[config.mk]
export PLATFORM = sky130hd
export DESIGN_NAME = sram_req_ctrl
export DESIGN_NICKNAME = d
export VERILOG_FILES = /design/src/rtl/sram_req_ctrl_pkg.sv /design/src/rtl/resp_fifo2.sv /design/src/rtl/sram_req_ctrl.sv
export SDC_FILE = /design/constraint.sdc
export NUM_CORES = 1
export LEC_CHECK = 0
export BUFFER_PORTS_ARGS = -buffer_cell sky130_fd_sc_hd__buf_2
export CORE_UTILIZATION = 40
export CTS_CLUSTER_DIAMETER = 100
export DETAILED_ROUTE_END_ITERATION = 7
export HOLD_SLACK_MARGIN = 0.03
export PLACE_DENSITY = 0.68
export SLEW_MARGIN = 15
export SYNTH_ARGS = -nofsm -noshare
export SYNTH_HDL_FRONTEND = slang
export SYNTH_SLANG_ARGS = --single-unit
[constraint.sdc]
create_clock -name CLK -period 1.8 [get_ports CLK]
set_clock_uncertainty 0.15 [all_clocks]
set_input_delay 0.18 -clock CLK [delete_from_list [all_inputs] [get_ports CLK]]
set_output_delay 0.18 -clock CLK [all_outputs]
set_load 0.01 [all_outputs]
[src/rtl/sram_req_ctrl_pkg.sv]
// rtl/sram_req_ctrl_pkg.sv - shared types and default geometry for sram_req_ctrl
// Holds the controller state enum and the default WORDS/BITS/AW values.
package sram_req_ctrl_pkg;

    localparam int WORDS_DEF = 128;
    localparam int BITS_DEF  = 32;
    localparam int AW_DEF    = 7;

    typedef enum logic {
        ST_INIT = 1'b0,
        ST_RUN  = 1'b1
    } state_e;

endpackage

[src/rtl/resp_fifo2.sv]
// rtl/resp_fifo2.sv - two-entry response FIFO for read data
// Ports:
//   i_clk, i_rst_n   clock, asynchronous active-low reset
//   i_push, i_din    write an entry (ignored when full)
//   i_pop            drop the head entry (ignored when empty)
//   o_dout           head entry (0 after reset)
//   o_full, o_empty  occupancy flags
module resp_fifo2 #(
    parameter int BITS = 32
) (
    input  logic            i_clk,
    input  logic            i_rst_n,
    input  logic            i_push,
    input  logic [BITS-1:0] i_din,
    input  logic            i_pop,
    output logic [BITS-1:0] o_dout,
    output logic            o_full,
    output logic            o_empty
);

    logic [BITS-1:0] r_mem [2];
    logic            r_wr_ptr;
    logic            r_rd_ptr;
    logic [1:0]      r_count;
    logic            w_push;
    logic            w_pop;

    assign o_full  = (r_count == 2'd2);
    assign o_empty = (r_count == 2'd0);
    assign w_push  = i_push && !o_full;
    assign w_pop   = i_pop && !o_empty;
    assign o_dout  = r_mem[r_rd_ptr];

    always_ff @(posedge i_clk or negedge i_rst_n) begin
        if (!i_rst_n) begin
            r_mem[0] <= '0;
            r_mem[1] <= '0;
            r_wr_ptr <= 1'b0;
            r_rd_ptr <= 1'b0;
            r_count  <= 2'd0;
        end else begin
            if (w_push) begin
                r_mem[r_wr_ptr] <= i_din;
                r_wr_ptr        <= ~r_wr_ptr;
            end
            if (w_pop) begin
                r_rd_ptr <= ~r_rd_ptr;
            end
            // Simultaneous push and pop leaves the count unchanged.
            case ({w_push, w_pop})
                2'b10:   r_count <= r_count + 2'd1;
                2'b01:   r_count <= r_count - 2'd1;
                default: r_count <= r_count;
            endcase
        end
    end

endmodule

[src/rtl/sram_req_ctrl.sv]
// rtl/sram_req_ctrl.sv - request/response front end for a single-port SRAM macro
// Ports:
//   CLK, RST_N                         clock, asynchronous active-low reset
//   req_valid/req_ready/req_write      request handshake and direction
//   req_addr, req_wdata                request address and write data
//   resp_valid/resp_ready/resp_rdata   read response stream (2-deep buffer)
//   init_done                          high once the post-reset clear is finished
//   sram_CEB, sram_WEB                 macro chip/write enable, active-low
//   sram_A, sram_D, sram_Q             macro address, write data, read data
module sram_req_ctrl
    import sram_req_ctrl_pkg::*;
#(
    parameter int WORDS = WORDS_DEF,
    parameter int BITS  = BITS_DEF,
    parameter int AW    = AW_DEF
) (
    input  logic            CLK,
    input  logic            RST_N,
    input  logic            req_valid,
    output logic            req_ready,
    input  logic            req_write,
    input  logic [AW-1:0]   req_addr,
    input  logic [BITS-1:0] req_wdata,
    output logic            resp_valid,
    input  logic            resp_ready,
    output logic [BITS-1:0] resp_rdata,
    output logic            init_done,
    output logic            sram_CEB,
    output logic            sram_WEB,
    output logic [AW-1:0]   sram_A,
    output logic [BITS-1:0] sram_D,
    input  logic [BITS-1:0] sram_Q
);

    localparam logic [AW-1:0] LAST_ADDR = AW'(WORDS - 1);

    state_e        r_state;
    state_e        w_state_nxt;
    logic [AW-1:0] r_init_cnt;
    logic          r_rd_pend;
    logic          w_init_we;
    logic          w_accept;
    logic          w_fifo_full;
    logic          w_fifo_empty;
    logic          w_fifo_empty_n;
    logic [1:0]    w_occ;
    logic [2:0]    w_outstanding;

    // Occupancy from the flags: full=2, not empty=1, else 0.
    assign w_fifo_empty_n = !w_fifo_empty;
    assign w_occ          = {w_fifo_full, w_fifo_empty_n && !w_fifo_full};
    // A pop this cycle is deliberately not credited; it frees space next cycle.
    assign w_outstanding  = {1'b0, w_occ} + {2'b00, r_rd_pend};

    // The clear writes are gated by RST_N so the macro stays idle during reset.
    assign w_init_we  = (r_state == ST_INIT) && RST_N;
    assign init_done  = (r_state == ST_RUN);
    assign req_ready  = init_done && (req_write || (w_outstanding < 3'd2));
    assign w_accept   = req_valid && req_ready;
    assign resp_valid = w_fifo_empty_n;

    always_comb begin
        w_state_nxt = r_state;
        sram_CEB    = 1'b1;
        sram_WEB    = 1'b1;
        sram_A      = req_addr;
        sram_D      = req_wdata;
        case (r_state)
            ST_INIT: begin
                if (w_init_we) begin
                    sram_CEB = 1'b0;
                    sram_WEB = 1'b0;
                    sram_A   = r_init_cnt;
                    sram_D   = '0;
                end
                if (r_init_cnt == LAST_ADDR) begin
                    w_state_nxt = ST_RUN;
                end
            end
            ST_RUN: begin
                if (w_accept) begin
                    sram_CEB = 1'b0;
                    sram_WEB = !req_write;
                end
            end
            default: w_state_nxt = ST_INIT;
        endcase
    end

    always_ff @(posedge CLK or negedge RST_N) begin
        if (!RST_N) begin
            r_state    <= ST_INIT;
            r_init_cnt <= '0;
            r_rd_pend  <= 1'b0;
        end else begin
            r_state <= w_state_nxt;
            if (r_state == ST_INIT) begin
                r_init_cnt <= r_init_cnt + 1'b1;
            end
            // Macro output is valid the cycle after a read is accepted.
            r_rd_pend <= w_accept && !req_write;
        end
    end

    resp_fifo2 #(
        .BITS(BITS)
    ) u_resp_fifo2 (
        .i_clk   (CLK),
        .i_rst_n (RST_N),
        .i_push  (r_rd_pend),
        .i_din   (sram_Q),
        .i_pop   (resp_valid && resp_ready),
        .o_dout  (resp_rdata),
        .o_full  (w_fifo_full),
        .o_empty (w_fifo_empty)
    );

endmodule

# Word-level counts from Yosys, hierarchy flattened
# Cells that the tools add are included.
[classes]
order_cmp = 4
n_mux = 18
n_reduce_logical = 15
n_addsub = 4
bitwise = 5
eq_ne = 4
[ops]
columns = ["cell", "n"]
rows = [
  ["$mux 32", 6],
  ["$bwmux 64", 1],
  ["$demux 32 s1", 1],
  ["$mux 7", 2],
  ["$logic_and 1x1->1", 9],
  ["$add 7x1->7 const B", 1],
  ["$eq 7x7->1 const B", 1],
  ["$mux 1", 5],
  ["$eq 2x2->1 const B", 2],
  ["$ge 2x2->1 const B", 2],
  ["$not 1->2", 2],
  ["$pmux 1 s2", 2],
  ["$pmux 2 s2", 1],
  ["$add 2x1->3", 1],
  ["$logic_not 1->1", 3],
  ["$lt 3x2->1 const B", 1],
  ["$not 1->1", 3],
  ["$add 2x1->2 const B", 1],
  ["$eq 2x1->1 const B", 1],
  ["$logic_not 2->1", 1],
  ["$lt 2x1->1 const B", 1],
  ["$reduce_bool 2->1", 1],
  ["$sub 2x1->2 const B", 1],
  ["$logic_or 1x1->1", 1],
]
[totals]
reg_bits = 77
inputBits = 76
out_inout_bits = 76
elab_cells = 58

# Longest topological paths before layout
# Gate-level depths: netlist of the first run.
[logic_depth]
depth_word = 10
ltp_mapped = 6
mapped_depth_nobuf = 6

# Cells and area by module
# A second synthesis of the first run with hierarchy kept.
[hier_totals]
cells_unflattened = 285
hier_area_um2 = 3788.6
[by_module_without_submodules]
columns = ["mod", "seq_area_each_um2", "area_per_inst_um2", "instances", "cells_each"]
rows = [
  ["resp_fifo2", 1701.6, 3002.9, 1, 189],
  ["sram_req_ctrl", 225.2, 785.8, 1, 96],
]

# Worst setup path before layout of the first run
# Ideal clock, no wire load.
[synth_path]
path_kind = "reg2reg"
startpoint = "register u_resp_fifo2.r_count[0]"
endpoint = "register u_resp_fifo2.r_count[1]"
setup_ns = 0.079
synth_period_minus_slack_ns = 1.733
arrival_ns = 1.504
slack_ns = 0.067
t_required_ns = 1.571
stages_incl_launch_ff = 6
n_path_buf = 0
path_cell_list = "dfrtp_1 -> or2_2 -> and2_1 -> ha_1 -> nor2_1 -> xor2_1"
[synth_between]
elab_chain_len = 6
elab_cells_between_ends = 13
classes_between = "2 x add/sub; 3 x eq/ne; 1 x mux; 7 x reduce/logical"
[synth_lines]
columns = ["element", "line", "text"]
rows = [
  ["start, declared", "resp_fifo2.sv:24", "logic [1:0] r_count;"],
  ["start signal, assigned", "resp_fifo2.sv:51", "2'b10: r_count <= r_count + 2'd1;"],
  ["start signal, assigned", "resp_fifo2.sv:52", "2'b01: r_count <= r_count - 2'd1;"],
  ["start signal, assigned", "resp_fifo2.sv:53", "default: r_count <= r_count;"],
  ["$logic_not 2->1 (*)", "resp_fifo2.sv:29", "assign o_empty = (r_count == 2'd0);"],
  ["$logic_not 1->1 (*)", "sram_req_ctrl.sv:50", "assign w_fifo_empty_n = !w_fifo_empty;"],
  ["net resp_valid", "sram_req_ctrl.sv:24", "output logic resp_valid,"],
  ["$logic_and 1x1->1", "sram_req_ctrl.sv:112", ".i_pop (resp_valid && resp_ready),"],
  ["$logic_and 1x1->1 (*)", "resp_fifo2.sv:31", "assign w_pop = i_pop && !o_empty;"],
  ["net u_resp_fifo2.w_pop", "resp_fifo2.sv:26", "logic w_pop;"],
  ["$eq 2x1->1 or $eq 2x2->1 (tied branches)", "resp_fifo2.sv:50", "case ({w_push, w_pop})"],
  ["$pmux 2 s2 or $reduce_bool 2->1 (tied branches)", "-", ""],
]
# Mark *: on every way through the listed nets, which the timed path passes. The rest lies on a longest branch.
# A chain may end at the register's enable or synchronous reset.

# Final worst setup path of the first run
[layout_path]
startpoint = "register r_state (netlist: init_done)"
endpoint = "output port sram_A[6]"
[layout_between]
elab_chain_len = 4
[layout_lines]
columns = ["element", "line", "text"]
rows = [
  ["start, declared", "sram_req_ctrl.sv:37", "state_e r_state;"],
  ["start signal, assigned", "sram_req_ctrl.sv:96", "r_state <= w_state_nxt;"],
  ["$not 1->1", "-", ""],
  ["$logic_and 1x1->1", "sram_req_ctrl.sv:56", "assign w_init_we = (r_state == ST_INIT) && RST_N;"],
  ["$mux 7", "sram_req_ctrl.sv:70", "if (w_init_we) begin"],
  ["$mux 7 (*)", "sram_req_ctrl.sv:68", "case (r_state)"],
  ["end, declared", "sram_req_ctrl.sv:30", "output logic [AW-1:0] sram_A,"],
]
# Mark *: on every way between the ends. The rest lies on a longest branch, timed or not.

==> results of run 1 <==
==> repair_timing <==
action | in CTS | in global routing
pin swaps | 0 | 1
buffers inserted | 0 | 1
gates cloned | 2 | 1
resized for setup | 9 | 45
hold endpoints to repair | 143 | 0
endpoints found under the setup margin | 14 | 70
hold buffers | 35 | 0
==> how the worst max path moves through the flow <==
stage	from	end	slack, ns	depth (start not counted)
after CTS	init_done	sram_A[6]	-0.07	4
final	init_done	sram_A[6]	-0.02	4
after floorplan	u_resp_fifo2.r_count[0]	u_resp_fifo2.r_count[1]	0.07	5
after detailed placement	u_resp_fifo2.r_count[0]	u_resp_fifo2.r_count[1]	0.08	5
after global placement	u_resp_fifo2.r_count[0]	u_resp_fifo2.r_count[1]	0.13	5
after global routing	u_resp_fifo2.r_rd_ptr	resp_rdata[7]	-0.08	3
==> cell families after synthesis <==
family | share of synthesized area, %
simple gates | 8.56
buf+inv | 2.96
mux | 33.8
fa+ha+maj | 0.659
compound gates | 0.758
xor+xnor | 2.54
flops | 50.7
==> where the power goes <==
part           internal [mW]  switching [mW]  total, mW  leakage, nW
clock network          0.922           0.644       1.57        0.116
logic                   1.10           0.753       1.85         1.76
registers               1.80          0.0613       1.87        0.979
==> state kept, by name, indices dropped and copies added (netlist names) <==
register and count:
u_resp_fifo2.r_mem 64, r_rd_pend 1, init_done 1, u_resp_fifo2.r_wr_ptr 1, u_resp_fifo2.r_count 2, r_init_cnt 7
u_resp_fifo2.r_rd_ptr 1
==> through the flow <==
step                cells  setup WS, ns  util, %  TNS, ns  area [µm²]
detailed placement    541        0.0806     51.5        0        4760
floorplan             266        0.0668        -        0        3800
finish                596       -0.0172     61.9  -0.0750        5720
CTS                   594       -0.0657     59.1    -1.29        5460
global route          596       -0.0782     61.9    -3.42        5720
global placement      541         0.129     51.5        0        4760
==> worst max-delay path, stage by stage, from the launching register on <==
cell and delay (ns):
dfrtp_1 0.40, nand2b_4 0.17, buf_12 0.15, mux2_4 0.31, buf_6 0.12
==> cells in the final DEF (no fill, tap or decap), types with 2 or more instances in the layout <==
master,n
bufinv_16,3
mux2_2,56
clkbuf_8,9
ha_1,2
xnor2_1,7
xor2_1,4
buf_2,121
buf_12,5
nand2b_4,2
buf_6,29
bufbuf_16,2
nand4b_1,2
mux2_1,2
dfrtp_1,76
dlygate4sd3_1,35
buf_4,7
mux2_4,46
nand2_1,4
and2_1,32
==> per-layer routing <==
metal  global-route usage, %  share of wire, %  wire (µm)
met5                       0                 0          0
met4                    5.20              0.74         68
met3                    5.13               6.1        564
met2                    33.1                51       4660
met1                    21.7                43       3920
==> area by class of cell <==
| type | count | share of cell area [%] |
|---|---|---|
| clock buffer | 10 | 2.23 |
| clock inverter | 6 | 1.95 |
| inverter | 1 | 0.0657 |
| multi-input combinational | 172 | 32.2 |
| sequential | 77 | 33.7 |
| tap | 129 | 2.82 |
| timing repair buffer | 201 | 26.9 |
==> results.cfg, run 1 <==
[floorplan]
placementRows = 35
fp.dieW_um = 99.5
start_util_pct = 41.1
ios = 152
die_y_um = 99.5
coreArea_um2 = 9240
die_area_um2 = 9890

[cells_and_area]
antenna_cells = 0
drive_gt1_share_pct = 62.7
nFillCells = 752
seq_area_um2 = 1930
synthToLayoutAreaGrowth_pct = 50.5
multi_input_area_um2 = 1840
nNetsFinal = 540

[place]
dp_hpwl_um = 5670
placement.io_buffers = 151
routabilityCongestion = 0.847

[yosys]
synth_nets = 344
synthArstFlopShare_pct = 100
synthFlopType = dfrtp_1
synth_edf_count = 0
synthCells = 266
syn_area_um2 = 3800
yosys_warnings = 0
synth.distinct_cells = 29
synthMostInstantiatedCell = dfrtp_1
ys_seq_area_share_pct = 50.7
synth_top_area_share_pct = 50.7
synthTopCellsByCount = dfrtp_1 (77), mux2_2 (72), and2_1 (33), mux2_4 (30), xnor2_1 (7)
synth_seq_cells = 77
yosysTopAreaCell = dfrtp_1
postSynthAreaPerCell_um2 = 14.3
synth.area.top_cells = dfrtp_1 (51%), mux2_2 (21%), mux2_4 (12%), and2_1 (5.4%), xnor2_1 (1.6%)

[worst_setup_path]
worstSetupStartpointType = register
critical_path.max_fanout = 11
end_kind = output port
r2r-start = u_resp_fifo2.r_count[0]
worstRegToRegCells = 6
cp.required_ns = 1.47
regToRegSetupSlack_ns = 0.06
worst-setup-path-type = register to output port
reg2reg_to = u_resp_fifo2.r_count[1]
critPathArrivalTime_ns = 1.49

[job]
drv_cap = 0

[global_route]
overflow = 0
grt_pass1_wl_um = 14200
antenna_found_initial = 0
grt_util_all_layers_pct = 18.5
grt_max_degree = 78
grt_pass1_vias = 3032

[detailed_routing]
avgViaCountPerCell = 4.76
first_iter_violations = 90
vias = 2834
routedWlPerCell_um = 15.5
drtPass1Iterations = 4
drc_errors = 0
routed_wl_um = 9220
ant_nets = 0

[clock_network]
clk_pin_slew_ns = 0.08
clk_latency_ns = 0.34
clock_sinks = 77
numCtsBuffers = 9
cts_tree = yes
h-tree-depth = 3
clockBufferDepth = 2
cts-root-buf = clkbuf_8

[power]
peakVddDrop_mv = 0.454
p_leak_nw = 2.85
fin_total_pwr_mw = 5.28
powerDensity_nw_per_um2 = 924

[sta]
max_slew_margin_pct = 35.7
fin_ws_ns = -0.0172
maxSlewViolCount = 0
setup_violations = 17
worstMarginPinSlew_ns = 0.965
period_share_pct = 101
max_freq_mhz = 550
period_minus_slack_ns = 1.82
hold_viol = 56
grt_setup_unrepaired = true
hold_ws_ns = -0.0414

[status]
run_status = finished, violations left
failed_checks = negative hold slack, negative setup slack

[min_path]
hold_class = primary input to async pin
Power figures use the tool's default switching activity.
==> inputs of run 2 (changes only) <==
- BUFFER_PORTS_ARGS: -buffer_cell sky130_fd_sc_hd__buf_2 -> not set
- DONT_BUFFER_PORTS: not set -> 1
- PLACE_DENSITY: 0.68 -> 0.61
==> results.cfg, run 2 (synthesized netlist as in run 1, its figures left out) <==
[floorplan]
ios = 152
placementRows = 35
fp.dieW_um = 99.5
die_area_um2 = 9890
start_util_pct = 41.1
die_y_um = 99.5
coreArea_um2 = 9240

[sta]
maxSlewViolCount = 0
max_slew_margin_pct = 79.8
grt_setup_unrepaired = false
finalSetupTns_ns = 0
worstMarginPinSlew_ns = 0.302
period_share_pct = 96.0
period_minus_slack_ns = 1.73
setup_violations = 0
hold_ws_ns = -0.626
hold_viol = 77
max_freq_mhz = 579

[cells_and_area]
largest_reg_flops = 64
mostFrequentLayoutCell = dfrtp_1
reg.largest.list = u_resp_fifo2.r_mem: 64 flops, r_init_cnt: 7 flops, u_resp_fifo2.r_count: 2 flops
nNetsFinal = 389
most-common-layout-cells = dfrtp_1 (77), mux2_2 (72), dlygate4sd3_1 (35)
drive_gt1_share_pct = 44.3
stdcell_count = 446
nFillCells = 805
largest_register = u_resp_fifo2.r_mem
synthToLayoutAreaGrowth_pct = 21.2

[worst_setup_path]
worstSetupStartpointType = register
r2r-start = u_resp_fifo2.r_count[0]
end_kind = register
reg2reg_to = u_resp_fifo2.r_count[1]
cp.required_ns = 1.87
worst-setup-path-type = register to register
critPathArrivalTime_ns = 1.80
worstRegToRegCells = 6
critical_path.max_fanout = 4
regToRegSetupSlack_ns = 0.07

[global_route]
grt_max_degree = 79
overflow = 0
grt_pass1_wl_um = 11600
grt_pass1_vias = 2301
antenna_found_initial = 1
grt_util_all_layers_pct = 15.6

[place]
dp_hpwl_um = 5180
placement.io_buffers = 0
dpl.cell_count = 392
routabilityCongestion = 0.790

[detailed_routing]
routed_wl_um = 7830
ant_nets = 0
avgViaCountPerCell = 5.00
routedWlPerCell_um = 17.5
vias = 2232
first_iter_violations = 39
drtPass1Iterations = 4
drc_errors = 0

[status]
failed_checks = negative hold slack
run_status = finished, violations left

[clock_network]
clk_pin_slew_ns = 0.08
clockBufferDepth = 2
numCtsBuffers = 9
cts-root-buf = clkbuf_8
clock_sinks = 77
h-tree-depth = 3
cts_tree = yes
clk_latency_ns = 0.34
postCtsHoldBufs = 35

[job]
drv_cap = 0

[power]
p_leak_nw = 2.05
powerDensity_nw_per_um2 = 932
peakVddDrop_mv = 0.390

[min_path]
hold_class = primary input to async pin
-- run 2: changes by cell type in the layout (fill, tap and decap cells not counted), moves of 3 or more --
cell / delta
buf_12: -3
buf_2: -121
buf_4: +3
buf_6: -28
mux2_2: +16
mux2_4: -16
-- run 2: worst max-delay path by stage --
stage                                        from                      end  cells after the start
after floorplan           u_resp_fifo2.r_count[0]  u_resp_fifo2.r_count[1]                      5
after global placement    u_resp_fifo2.r_count[1]  u_resp_fifo2.r_count[1]                      5
after detailed placement  u_resp_fifo2.r_count[1]  u_resp_fifo2.r_count[1]                      5
after CTS                 u_resp_fifo2.r_count[1]  u_resp_fifo2.r_count[1]                      5
after global routing                    init_done                sram_A[3]                      3
final                     u_resp_fifo2.r_count[0]  u_resp_fifo2.r_count[1]                      6
-- run 2: cell type report --
cell class / count / area [µm²] / share of cell area, %
Tap cell: 129 / 161 / 3.51
Clock inverter: 5 / 58.8 / 1.28
Antenna cell: 1 / 2.50 / 0.0543
Clock buffer: 11 / 151 / 3.29
Timing Repair Buffer: 50 / 517 / 11.2
Multi-Input combinational cell: 172 / 1780 / 38.7
Inverter: 1 / 3.75 / 0.0815
Sequential cell: 77 / 1930 / 41.8
-- run 2: stage by stage --
| stage | setup WS [ns] | utilization (%) | hold WS [ns] | total power, mW | cell area, µm² |
|---|---|---|---|---|---|
| floorplan | 0.0668 | - | -0.266 | 2.67 | 3800 |
| global placement | 0.0947 | 43.0 | -0.264 | 2.85 | 3980 |
| detailed placement | 0.0215 | 43.0 | -0.263 | 2.85 | 3980 |
| CTS | 0.000127 | 49.1 | -0.658 | 4.31 | 4540 |
| global route | 0.00779 | 49.8 | -0.652 | 4.48 | 4600 |
| finish | 0.0719 | 49.8 | -0.626 | 4.29 | 4600 |
-- run 2: worst max-delay path, stage by stage, from the launching register on --
cell and delay [ns]:
dfrtp_1 0.40, or2_2 0.31, and2_1 0.22, ha_4 0.18, xnor2_1 0.16, nor2_2 0.05, xor2_1 0.14
-- run 2: routing by layer --
layer	global-route usage (%)	wire, µm
met2	27.2	4050
met1	17.6	3140
met3	3.37	412
met5	0	0
met4	9.05	226
-- run 2: power by group --
group / internal [mW] / switching [mW] / leakage (nW) / total [mW]
Clock: 0.716 / 0.636 / 0.102 / 1.35
Sequential: 1.80 / 0.0438 / 0.980 / 1.85
Combinational: 0.550 / 0.541 / 0.969 / 1.09
Total: 3.07 / 1.22 / 2.05 / 4.29
-- run 2: timing repair --
| item | in CTS | in global routing |
|---|---|---|
| cloned | 0 | 1 |
| endpoints found under the hold margin | 143 | 77 |
| gates resized for setup | 1 | 6 |
| setup endpoints to repair | 1 | 25 |
| setup buffers | 0 | 1 |
